[config.mk]
export PLATFORM = sky130hd
export DESIGN_NAME = gc_iteration_sequencer
export DESIGN_NICKNAME = d
export VERILOG_FILES = /design/src/rtl/gc_iteration_sequencer_pkg.sv /design/src/rtl/reduction_and.sv /design/src/rtl/gc_iteration_sequencer.sv
export SDC_FILE = /design/constraint.sdc
export NUM_CORES = 1
export LEC_CHECK = 0
export CORE_ASPECT_RATIO = 0.5
export CORE_UTILIZATION = 40
export CTS_CLUSTER_DIAMETER = 200
export DETAILED_ROUTE_END_ITERATION = 16
export GPL_TIMING_DRIVEN = 0
export PLACE_DENSITY_LB_ADDON = 0.15
export SLEW_MARGIN = 20
export SYNTH_ARGS = -nofsm -noshare
export SYNTH_HDL_FRONTEND = slang
export SYNTH_SLANG_ARGS = --single-unit
[constraint.sdc]
create_clock -name clk -period 4.57 [get_ports clk]
set_input_delay 1.371 -clock clk [delete_from_list [all_inputs] [get_ports clk]]
set_output_delay 1.371 -clock clk [all_outputs]
set_load 0.03 [all_outputs]
[src/rtl/gc_iteration_sequencer_pkg.sv]
// Shared Global Controller definitions: iteration-sequencer state encoding and index-slice macro.
`ifndef GC_IT_SLICE
`define GC_IT_SLICE(d) (d)*CNT_WIDTH +: CNT_WIDTH
`endif

package gc_iteration_sequencer_pkg;

    localparam logic [1:0] GC_IT_IDLE = 2'd0;
    localparam logic [1:0] GC_IT_RUN  = 2'd1;
    localparam logic [1:0] GC_IT_DONE = 2'd2;

endpackage

[src/rtl/reduction_and.sv]
// Generic reduction AND over a WIDTH-bit vector.
module reduction_and #(
    parameter int WIDTH = 3
) (
    input  logic [WIDTH-1:0] i_data,
    output logic             o_result
);

    assign o_result = &i_data;

endmodule

[src/rtl/gc_iteration_sequencer.sv]
// Global Controller iteration-space sequencer: steps a DIMENSION-deep loop nest, innermost first.
// Optional macro GC_ITER_CONTINUOUS_EN: wrap to idx=0 on the final tick and stay in RUN.
module gc_iteration_sequencer
    import gc_iteration_sequencer_pkg::*;
#(
    parameter int DIMENSION = 3,
    parameter int CNT_WIDTH = 8
) (
    input  logic                           clk,
    input  logic                           reset_n,
    input  logic                           cfg_load,
    input  logic [DIMENSION*CNT_WIDTH-1:0] cfg_bounds,
    input  logic                           start,
    input  logic                           tick,
    input  logic                           abort,
    output logic                           busy,
    output logic [DIMENSION*CNT_WIDTH-1:0] idx,
    output logic [DIMENSION-1:0]           last,
    output logic                           all_last,
    output logic                           done
);

    logic [1:0]                     r_state;
    logic [1:0]                     w_state_next;
    logic [DIMENSION*CNT_WIDTH-1:0] r_bounds;
    logic [DIMENSION*CNT_WIDTH-1:0] r_idx;
    logic [DIMENSION*CNT_WIDTH-1:0] w_idx_inc;
    logic [DIMENSION-1:0]           w_last;
    logic [DIMENSION-1:0]           w_carry;
    logic                           w_all_last;
`ifdef GC_ITER_CONTINUOUS_EN
    logic                           r_done;
`endif

    // Odometer increment: a dimension wraps only when it is at its bound and receives a carry.
    assign w_carry[0] = 1'b1;
    for (genvar d = 0; d < DIMENSION; d++) begin : g_dim
        assign w_last[d] = (r_idx[`GC_IT_SLICE(d)] == r_bounds[`GC_IT_SLICE(d)]);
        assign w_idx_inc[`GC_IT_SLICE(d)] = !w_carry[d] ? r_idx[`GC_IT_SLICE(d)] :
                                            w_last[d]   ? '0 :
                                            r_idx[`GC_IT_SLICE(d)] + CNT_WIDTH'(1);
        if (d < DIMENSION - 1) begin : g_carry
            assign w_carry[d+1] = w_carry[d] & w_last[d];
        end
    end

    reduction_and #(
        .WIDTH(DIMENSION)
    ) u_reduction_and (
        .i_data  (w_last),
        .o_result(w_all_last)
    );

    always_ff @(posedge clk or negedge reset_n) begin
        if (!reset_n) begin
            r_state <= GC_IT_IDLE;
        end else begin
            r_state <= w_state_next;
        end
    end

    always_comb begin
        w_state_next = r_state;
        case (r_state)
            GC_IT_IDLE: begin
                if (start) begin
                    w_state_next = GC_IT_RUN;
                end
            end
            GC_IT_RUN: begin
                if (abort) begin
                    w_state_next = GC_IT_IDLE;
                end
`ifndef GC_ITER_CONTINUOUS_EN
                else if (tick && w_all_last) begin
                    w_state_next = GC_IT_DONE;
                end
`endif
            end
            GC_IT_DONE: w_state_next = GC_IT_IDLE;
            default:    w_state_next = GC_IT_IDLE;
        endcase
    end

    always_ff @(posedge clk or negedge reset_n) begin
        if (!reset_n) begin
            r_bounds <= '0;
            r_idx    <= '0;
        end else begin
            if (r_state == GC_IT_IDLE && cfg_load) begin
                r_bounds <= cfg_bounds;
            end
            if (r_state == GC_IT_RUN) begin
                if (abort) begin
                    r_idx <= '0;
                end else if (tick) begin
                    if (!w_all_last) begin
                        r_idx <= w_idx_inc;
                    end
`ifdef GC_ITER_CONTINUOUS_EN
                    else begin
                        r_idx <= '0;
                    end
`endif
                end
            end else begin
                // DONE always exits to IDLE, so clearing here gives idx=0 on IDLE entry.
                r_idx <= '0;
            end
        end
    end

`ifdef GC_ITER_CONTINUOUS_EN
    always_ff @(posedge clk or negedge reset_n) begin
        if (!reset_n) begin
            r_done <= 1'b0;
        end else begin
            r_done <= (r_state == GC_IT_RUN) && !abort && tick && w_all_last;
        end
    end
`endif

    always_comb begin
        busy = (r_state == GC_IT_RUN);
`ifdef GC_ITER_CONTINUOUS_EN
        done = r_done;
`else
        done = (r_state == GC_IT_DONE);
`endif
    end

    assign idx      = r_idx;
    assign last     = w_last;
    assign all_last = w_all_last;

endmodule
**Yosys cells after proc, flatten, opt, wreduce, memory -nomap -nowiden**

Cells that the tools add are included.

- Bits in read-only memories: 0
- Output and inout port bits: 30
- Memories: 0
- Word-level logic and storage cells: 41
- Memory bits (writable): 0
- Latch bits: 0
- Input bits: 30
- Register bits: 50

- Multiplexer cells: 13
- Equal/unequal tests: 11
- Add/subtract/negate cells: 3
- Bitwise logic cells: 1
- Magnitude comparators: 0
- $mul: 0
- Div/mod/pow operators: 0
- Reduce and logical (&&, ||, !) cells: 8
- Shift-type cells: 0

Operators by type and width:

| kind | count |
|---|---|
| $mux W24 | 4 |
| $mux W8 | 5 |
| $add A8 B1 Y8 const B | 3 |
| $eq A8 B8 Y1 | 3 |
| $ne A3 B2 Y1 const B | 3 |
| $reduce_and A3 Y1 | 3 |
| $mux W2 | 3 |
| $ne A3 B3 Y1 const B | 2 |
| $pmux W2 S2 | 1 |
| $reduce_and A2 Y1 | 2 |
| $eq A2 B1 Y1 const B | 1 |
| $eq A2 B2 Y1 const B | 1 |
| $logic_and A1 B1 Y1 | 2 |
| $logic_not A2 Y1 | 1 |
| $ne A2 B2 Y1 const B | 1 |
| $and A1 B1 Y1 | 1 |

**Depth between registers and ports, before layout**

Gate-level depths: netlist (run 1).

- Word-level depth: 7
- Gate-level depth with buffers: 8

**Hierarchy**

From an unflattened synthesis (run 1), not the netlist that was laid out.

- Cells, all modules: 239
- Area, all modules: 2670.1 sq um

By module, submodules not included:

| module | cells each | sequential area each (sq um) | area each (sq um) | times used |
|---|---|---|---|---|
| gc_iteration_sequencer | 238 | 1251.2 | 2663.8 | 1 |
| reduction_and | 1 | 0.0 | 6.3 | 1 |

**Worst setup path before layout (run 1)**

OpenSTA, ideal clock, no wires.

- Path kind: register to output
- Start: reg r_idx[3], in the netlist idx[3]
- End: out all_last
- Data required time: 3.199 ns
- Stages on the path, launching flop included: 8
- Slack: 1.263 ns
- Arrival time: 1.936 ns
- Path buffers: 1
- Cell sequence: dfrtp_1 buf_2 xnor2_2 and4_4 nand2_2 inv_1 nand2_1 inv_1

- Longest elaborated chain between the ends: 2

RTL lines:

| what | line | text |
|---|---|---|
| from (decl) | gc_iteration_sequencer.sv:26 | `logic [DIMENSION*CNT_WIDTH-1:0] r_idx;` |
| from (signal assigned) | gc_iteration_sequencer.sv:98 | `r_idx <= w_idx_inc;` |
| $eq A8 B8 Y1 | gc_iteration_sequencer.sv:38 | `` assign w_last[d] = (r_idx[`GC_IT_SLICE(d)] == r_bounds[`GC_IT_SLICE(d)]); `` |
| named net last[0] | gc_iteration_sequencer.sv:18 | `output logic [DIMENSION-1:0] last,` |
| $reduce_and A3 Y1 | reduction_and.sv:9 | `assign o_result = &i_data;` |
| to (decl) | gc_iteration_sequencer.sv:19 | `output logic all_last,` |

The timed path passes the listed nets, and every way through them passes these cells.

**Worst setup path after layout (run 1)**

- Start: reg r_idx[23], in the netlist idx[23]
- End: out all_last

- Longest elaborated chain between the ends: 2

RTL lines:

| what | line |
|---|---|
| $eq A8 B8 Y1 | gc_iteration_sequencer.sv:38 |
| $reduce_and A3 Y1 | reduction_and.sv:9 |

Every way passes these cells.

==> flow_summary.json, run 1 <==
{
  "status": "completed",
  "final.setup.tns_ns": 0,
  "setup_violations": 0,
  "via_per_inst": 5.44,
  "seq_area_frac_synth": 0.452,
  "ys_types": 50,
  "synth_seq_cells": 50,
  "coreArea_um2": 6360,
  "crit_chain": "xnor2_1, nand4_1, nor4_4, nand2_1, inv_1, clkdlybuf4s50_1",
  "tritoncts": "done",
  "rrSetupSlack_ns": 2.44,
  "die_y_um": 60.8,
  "antenna_found_initial": 0,
  "dp_cells": 407,
  "worstPathMaxFanout": 7,
  "cts.sinks": 50,
  "yosysWarningCount": 0,
  "end_kind": "primary output",
  "ios": 60,
  "cts_made_buffers": 5,
  "min_path_cells": 1,
  "antenna-diode-count": 0,
  "arrival_ns": 2.77,
  "hold_buffers": 0,
  "hold_class": "reg -> reg",
  "io_buffers": 59,
  "r2r-start": "idx[23]$_DFFE_PN0P_",
  "yosys-top-cells-area": "dfrtp_1 (45%), mux2_2 (10%), xnor2_1 (6.6%)",
  "dr_total_vias": 2259,
  "syn_nets": 292,
  "maxCapViolCount": 0,
  "finalNonFillerCells": 415,
  "start_util": 0.435,
  "stdcell_area_um2": 3650,
  "wl_mm": 6.48,
  "nets": 359,
  "worst_pin_slew_ns": 0.763,
  "drt-initial-drc-count": 114,
  "avgSynthCellArea_um2": 10.7,
  "synth-edff-count": 0,
  "hold_viol": 0,
  "chipWidth_um": 120,
  "gp_congestion": 0.868,
  "synth_top_area_frac": 0.452,
  "regToRegEndpoint": "idx[1]$_DFFE_PN0P_",
  "area_growth_pct": 31.7,
  "min_to": "r_bounds[0]$_DFFE_PN0P_",
  "async_reset_ff_frac": 1.00,
  "postCtsSetupRepairBufs": 0,
  "drv_slew": 0,
  "clockBufferDepth": 2,
  "cp-start-kind": "flop",
  "grt_pass1_wl_mm": 10.8,
  "leakage_nw": 1.36,
  "wl_per_cell_um": 15.6,
  "placed_area_um2": 3480,
  "slowest_delay_ns": 0.67,
  "cp.required_ns": 3.20,
  "drive_gt1_frac": 0.153,
  "max-slew-margin-rel": 0.487,
  "fin_skew_ns": 0.00488,
  "rows": 20,
  "grt_max_degree": 31,
  "yosysTopAreaCell": "dfrtp_1",
  "fin_util": 0.574,
  "synth_ff_type": "dfrtp_1",
  "crit_type": "reg -> out",
  "post_cts_resized": 0,
  "htreeDepth": 2,
  "drtAntennaViolNets": 0,
  "drc": 0,
  "rsz0062_at_grt": "false",
  "dieArea_um2": 7280,
  "power_density_nw_per_um2": 344,
  "whs_ns": 0.526,
  "path_clk_slew_ns": 0.06,
  "syn_area_um2": 2770,
  "grt_pass1_vias": 2267,
  "root_buffer": "clkbuf_16",
  "fmax_mhz": 242,
  "drtPass1Iterations": 4,
  "slowest_stage": "clkdlybuf4s50_1",
  "syn_inst": 259,
  "synth_commonest_cells": "dfrtp_1 (50), mux2_2 (25), nand3_1 (21), xnor2_1 (21), a21oi_1 (16)",
  "post-route-period-util": 0.905,
  "reg2regPathDepth": 5,
  "grt_overflow": 0,
  "min_from": "r_bounds[0]$_DFFE_PN0P_",
  "ir_worst_vdd_v": 0.000170,
  "place_hpwl_mm": 4.88,
  "clkLatencyLatePin_ns": 0.28,
  "fin_crit_ns": 4.14,
  "post-synth-top-count-cell": "dfrtp_1",
  "track_usage": 0.196
}
sequential cells by signal (all words and copies together) (netlist names):
register  flops
r_bounds     24
r_state       2
idx          24
worst max path at each step:
stage / start / cells past startpoint / to / slack, ns
3_5_place_dp: idx[23]$_DFFE_PN0P_ / 6 / all_last / 0.70
2_1_floorplan: idx[3]$_DFFE_PN0P_ / 7 / all_last / 1.26
4_1_cts: idx[23]$_DFFE_PN0P_ / 6 / all_last / 0.40
3_3_place_gp: reset_n / 1 / idx[2]$_DFFE_PN0P_ / 0.69
5_1_grt: idx[10]$_DFFE_PN0P_ / 6 / all_last / 0.27
6_report: idx[23]$_DFFE_PN0P_ / 6 / all_last / 0.43
where the power goes:
part | total [W] | switching (W) | leakage [nW] | internal [W]
sequential | 0.000568 | 0.0000536 | 0.640 | 0.000514
combinational | 0.000281 | 0.000126 | 0.646 | 0.000155
clock | 0.000404 | 0.000146 | 0.0781 | 0.000259
total | 0.00125 | 0.000325 | 1.36 | 0.000927
metrics by stage:
| step | power [W] | setup WS, ns |
|---|---|---|
| finish | 0.00125 | 0.433 |
| global route | 0.00132 | 0.274 |
| CTS | 0.00127 | 0.398 |
| detailed placement | 0.000859 | 0.704 |
| global placement | 0.000843 | 0.694 |
| floorplan | 0.000766 | 1.26 |
final cells by class:
| cell class | count | area [um2] |
|---|---|---|
| Clock inverter | 1 | 30.0 |
| Inverter | 11 | 41.3 |
| Fill cell | 561 | 2710 |
| Buffer | 11 | 62.6 |
| Timing Repair Buffer | 60 | 606 |
| Multi-Input combinational cell | 187 | 1410 |
| Sequential cell | 50 | 1250 |
| Clock buffer | 7 | 133 |
| Tap cell | 88 | 110 |
worst max-delay path: cells and delay by family, from the launching register on:
kind / cells / cell delay (ns)
XOR/XNOR: 1 / 0.23
AND/OR/NAND/NOR: 3 / 1.03
flip-flops: 1 / 0.42
buffers and inverters: 2 / 0.81
cell usage in the layout (no fill, tap or decap), drive strengths merged, types with 2 or more instances in the layout:
master and instances:
clkdlybuf4s50 58, dfrtp 50, mux2 25, xnor2 24, nand3 22, a21oi 17, nand2 11, clkbuf 11
inv 10, nand4 9, buf 9, nor2 7, o21ai 6, nand2b 5, or4 5, o31ai 5
o211ai 5, and3 4, a22oi 4, and4 4, nor2b 3, nor3 3, o221ai 3, a211oi 3
ha 3, mux2i 2, a41oi 2, a311oi 2, nor4 2
per-layer routing:
metal	up-vias	routed length (um)	GRT usage
met3	5	288	0.0423
li1	1104	-	-
met1	1102	3060	0.249
met2	48	3100	0.348
met4	0	39	0.0500
met5	-	0	0
kinds of logic after synthesis:
| family | share of synthesized area |
|---|---|
| adder cells (fa/ha/maj) | 0.0136 |
| multiplexers | 0.109 |
| XOR/XNOR | 0.0841 |
| buffers and inverters | 0.0375 |
| flip-flops | 0.452 |
| AND/OR/NAND/NOR | 0.167 |
| AO/OA/AOI/OAI | 0.137 |
No activity file was read; power rests on OpenSTA's default activity.
==> run 2, diff against run 1 <==
--- a/config.mk
+++ b/config.mk
@@ -11,7 +11,7 @@
 export DETAILED_ROUTE_END_ITERATION = 16
 export GPL_TIMING_DRIVEN = 0
 export PLACE_DENSITY_LB_ADDON = 0.15
-export SLEW_MARGIN = 20
+export SLEW_MARGIN = 40
 export SYNTH_ARGS = -nofsm -noshare
 export SYNTH_HDL_FRONTEND = slang
 export SYNTH_SLANG_ARGS = --single-unit
==> run 2 against run 1 <==
Via count is 0.22% higher. Clock power hardly changed. Total power hardly changed. Highest routed layer unchanged. Worst setup slack worse by 0.00060 ns.
==> flow_summary.json, run 2 (synthesis gave the netlist of run 1 again) <==
{
  "status": "completed",
  "wl_mm": 6.50,
  "cp.required_ns": 3.20,
  "p_clk_frac": 0.323,
  "drt-initial-drc-count": 114,
  "fin_skew_ns": 0.00492,
  "dieArea_um2": 7280,
  "crit_type": "reg -> out",
  "dp_cells": 407,
  "clkLatencyLatePin_ns": 0.28,
  "grt_pass1_wl_mm": 10.8,
  "dr_total_vias": 2264,
  "final.setup.tns_ns": 0,
  "post_cts_resized": 0,
  "min_from": "r_bounds[0]$_DFFE_PN0P_",
  "ios": 60,
  "p_switching_w": 0.000325,
  "rows": 20,
  "io_buffers": 59,
  "htreeDepth": 2,
  "rrSetupSlack_ns": 2.44,
  "drc": 0,
  "place_hpwl_mm": 4.88,
  "start_util": 0.435,
  "setup_violations": 0,
  "reg2regPathDepth": 5,
  "regToRegEndpoint": "idx[1]$_DFFE_PN0P_",
  "drtPass1Iterations": 4,
  "hold_class": "reg -> reg",
  "clockBufferDepth": 2,
  "ir_worst_vdd_v": 0.000170,
  "tritoncts": "done",
  "postCtsSetupRepairBufs": 0,
  "fmax_mhz": 242,
  "r2r-start": "idx[23]$_DFFE_PN0P_",
  "cts_made_buffers": 5,
  "power.internal_w": 0.000928,
  "cp-start-kind": "flop",
  "nets": 359,
  "hold_viol": 0,
  "maxCapViolCount": 0,
  "cts.sinks": 50,
  "grt_pass1_vias": 2267,
  "rsz0062_at_grt": "false",
  "finalNonFillerCells": 415,
  "min_to": "r_bounds[0]$_DFFE_PN0P_",
  "chipWidth_um": 120,
  "grt_max_degree": 31,
  "area_growth_pct": 31.8,
  "fin_crit_ns": 4.14,
  "wl_per_cell_um": 15.7,
  "worst_pin_slew_ns": 0.763,
  "leakage_nw": 1.37,
  "antenna-diode-count": 0,
  "end_kind": "primary output",
  "switching_share": 0.260,
  "root_buffer": "clkbuf_16",
  "drtAntennaViolNets": 0,
  "gp_congestion": 0.868,
  "die_y_um": 60.8,
  "antenna_found_initial": 0,
  "power_density_nw_per_um2": 343,
  "hold_buffers": 0,
  "drive_gt1_frac": 0.153,
  "drv_slew": 0,
  "coreArea_um2": 6360,
  "grt_overflow": 0,
  "track_usage": 0.196,
  "worstPathMaxFanout": 7,
  "final_common_cell": "clkdlybuf4s50_1",
  "via_per_inst": 5.46,
  "arrival_ns": 2.77,
  "max-slew-margin-rel": 0.487,
  "min_path_cells": 1,
  "path_clk_slew_ns": 0.06,
  "p_comb_frac": 0.224,
  "mostFrequentLayoutCells": "clkdlybuf4s50_1 (58), dfrtp_1 (50), mux2_2 (25)",
  "post-route-period-util": 0.905,
  "crit_start": "idx[23]$_DFFE_PN0P_",
  "pwr-share-seq": 0.453,
  "fill_cells": 558
}
[run 2: cell counts in the layout (fill, tap and decap cells not counted)]
No cell type changed its count.
[run 2: worst max-delay path by stage]
stage | endpoint | slack [ns] | cells after the start
floorplan | all_last | 1.26 | 7
global placement | idx[2]$_DFFE_PN0P_ | 0.69 | 1
detailed placement | all_last | 0.70 | 6
CTS | all_last | 0.40 | 6
global route | all_last | 0.27 | 6
finish | all_last | 0.43 | 6
[run 2: per-stage QoR]
stage | hold slack [ns] | power (W) | util | cell area [um2] | setup slack (ns)
after floorplan | 0.502 | 0.000766 | - | 2770 | 1.26
after global placement | 0.512 | 0.000843 | 0.546 | 3470 | 0.694
after detailed placement | 0.519 | 0.000859 | 0.548 | 3490 | 0.704
after CTS | 0.534 | 0.00127 | 0.574 | 3650 | 0.398
after global routing | 0.550 | 0.00132 | 0.574 | 3650 | 0.274
final | 0.526 | 0.00125 | 0.574 | 3650 | 0.432
[run 2: layout make-up]
class | instances | area [um2] | share of cell area
plain buffers | 11 | 62.6 | 0.0171
clock buffers | 7 | 133 | 0.0364
clock inverters | 1 | 30.0 | 0.00823
inverters | 11 | 41.3 | 0.0113
multi-input cells | 187 | 1410 | 0.387
flip-flops and latches | 50 | 1250 | 0.343
well taps | 88 | 110 | 0.0302
repair buffers | 60 | 608 | 0.167
[run 2: power by group through the flow]
stage	Sequential [W]	Clock, W	Combinational [W]
floorplan	0.000566	0	0.000201
global placement	0.000575	0	0.000268
detailed placement	0.000578	0	0.000281
CTS	0.000569	0.000419	0.000283
global route	0.000578	0.000440	0.000307
finish	0.000568	0.000404	0.000281
[run 2: routing by layer]
metal,track usage,share of wire,vias up
li1,-,-,1103
met1,0.249,0.47,1107
met2,0.348,0.48,49
met3,0.0423,0.045,5
met4,0.0500,0.0060,0
met5,0,0,-
[run 2: critical path, cell delays in order, from the launching register on]
cell,delay (ns)
dfrtp_1,0.42
xnor2_1,0.23
nand4_1,0.28
nor4_4,0.47
nand2_1,0.28
inv_1,0.14
clkdlybuf4s50_1,0.67
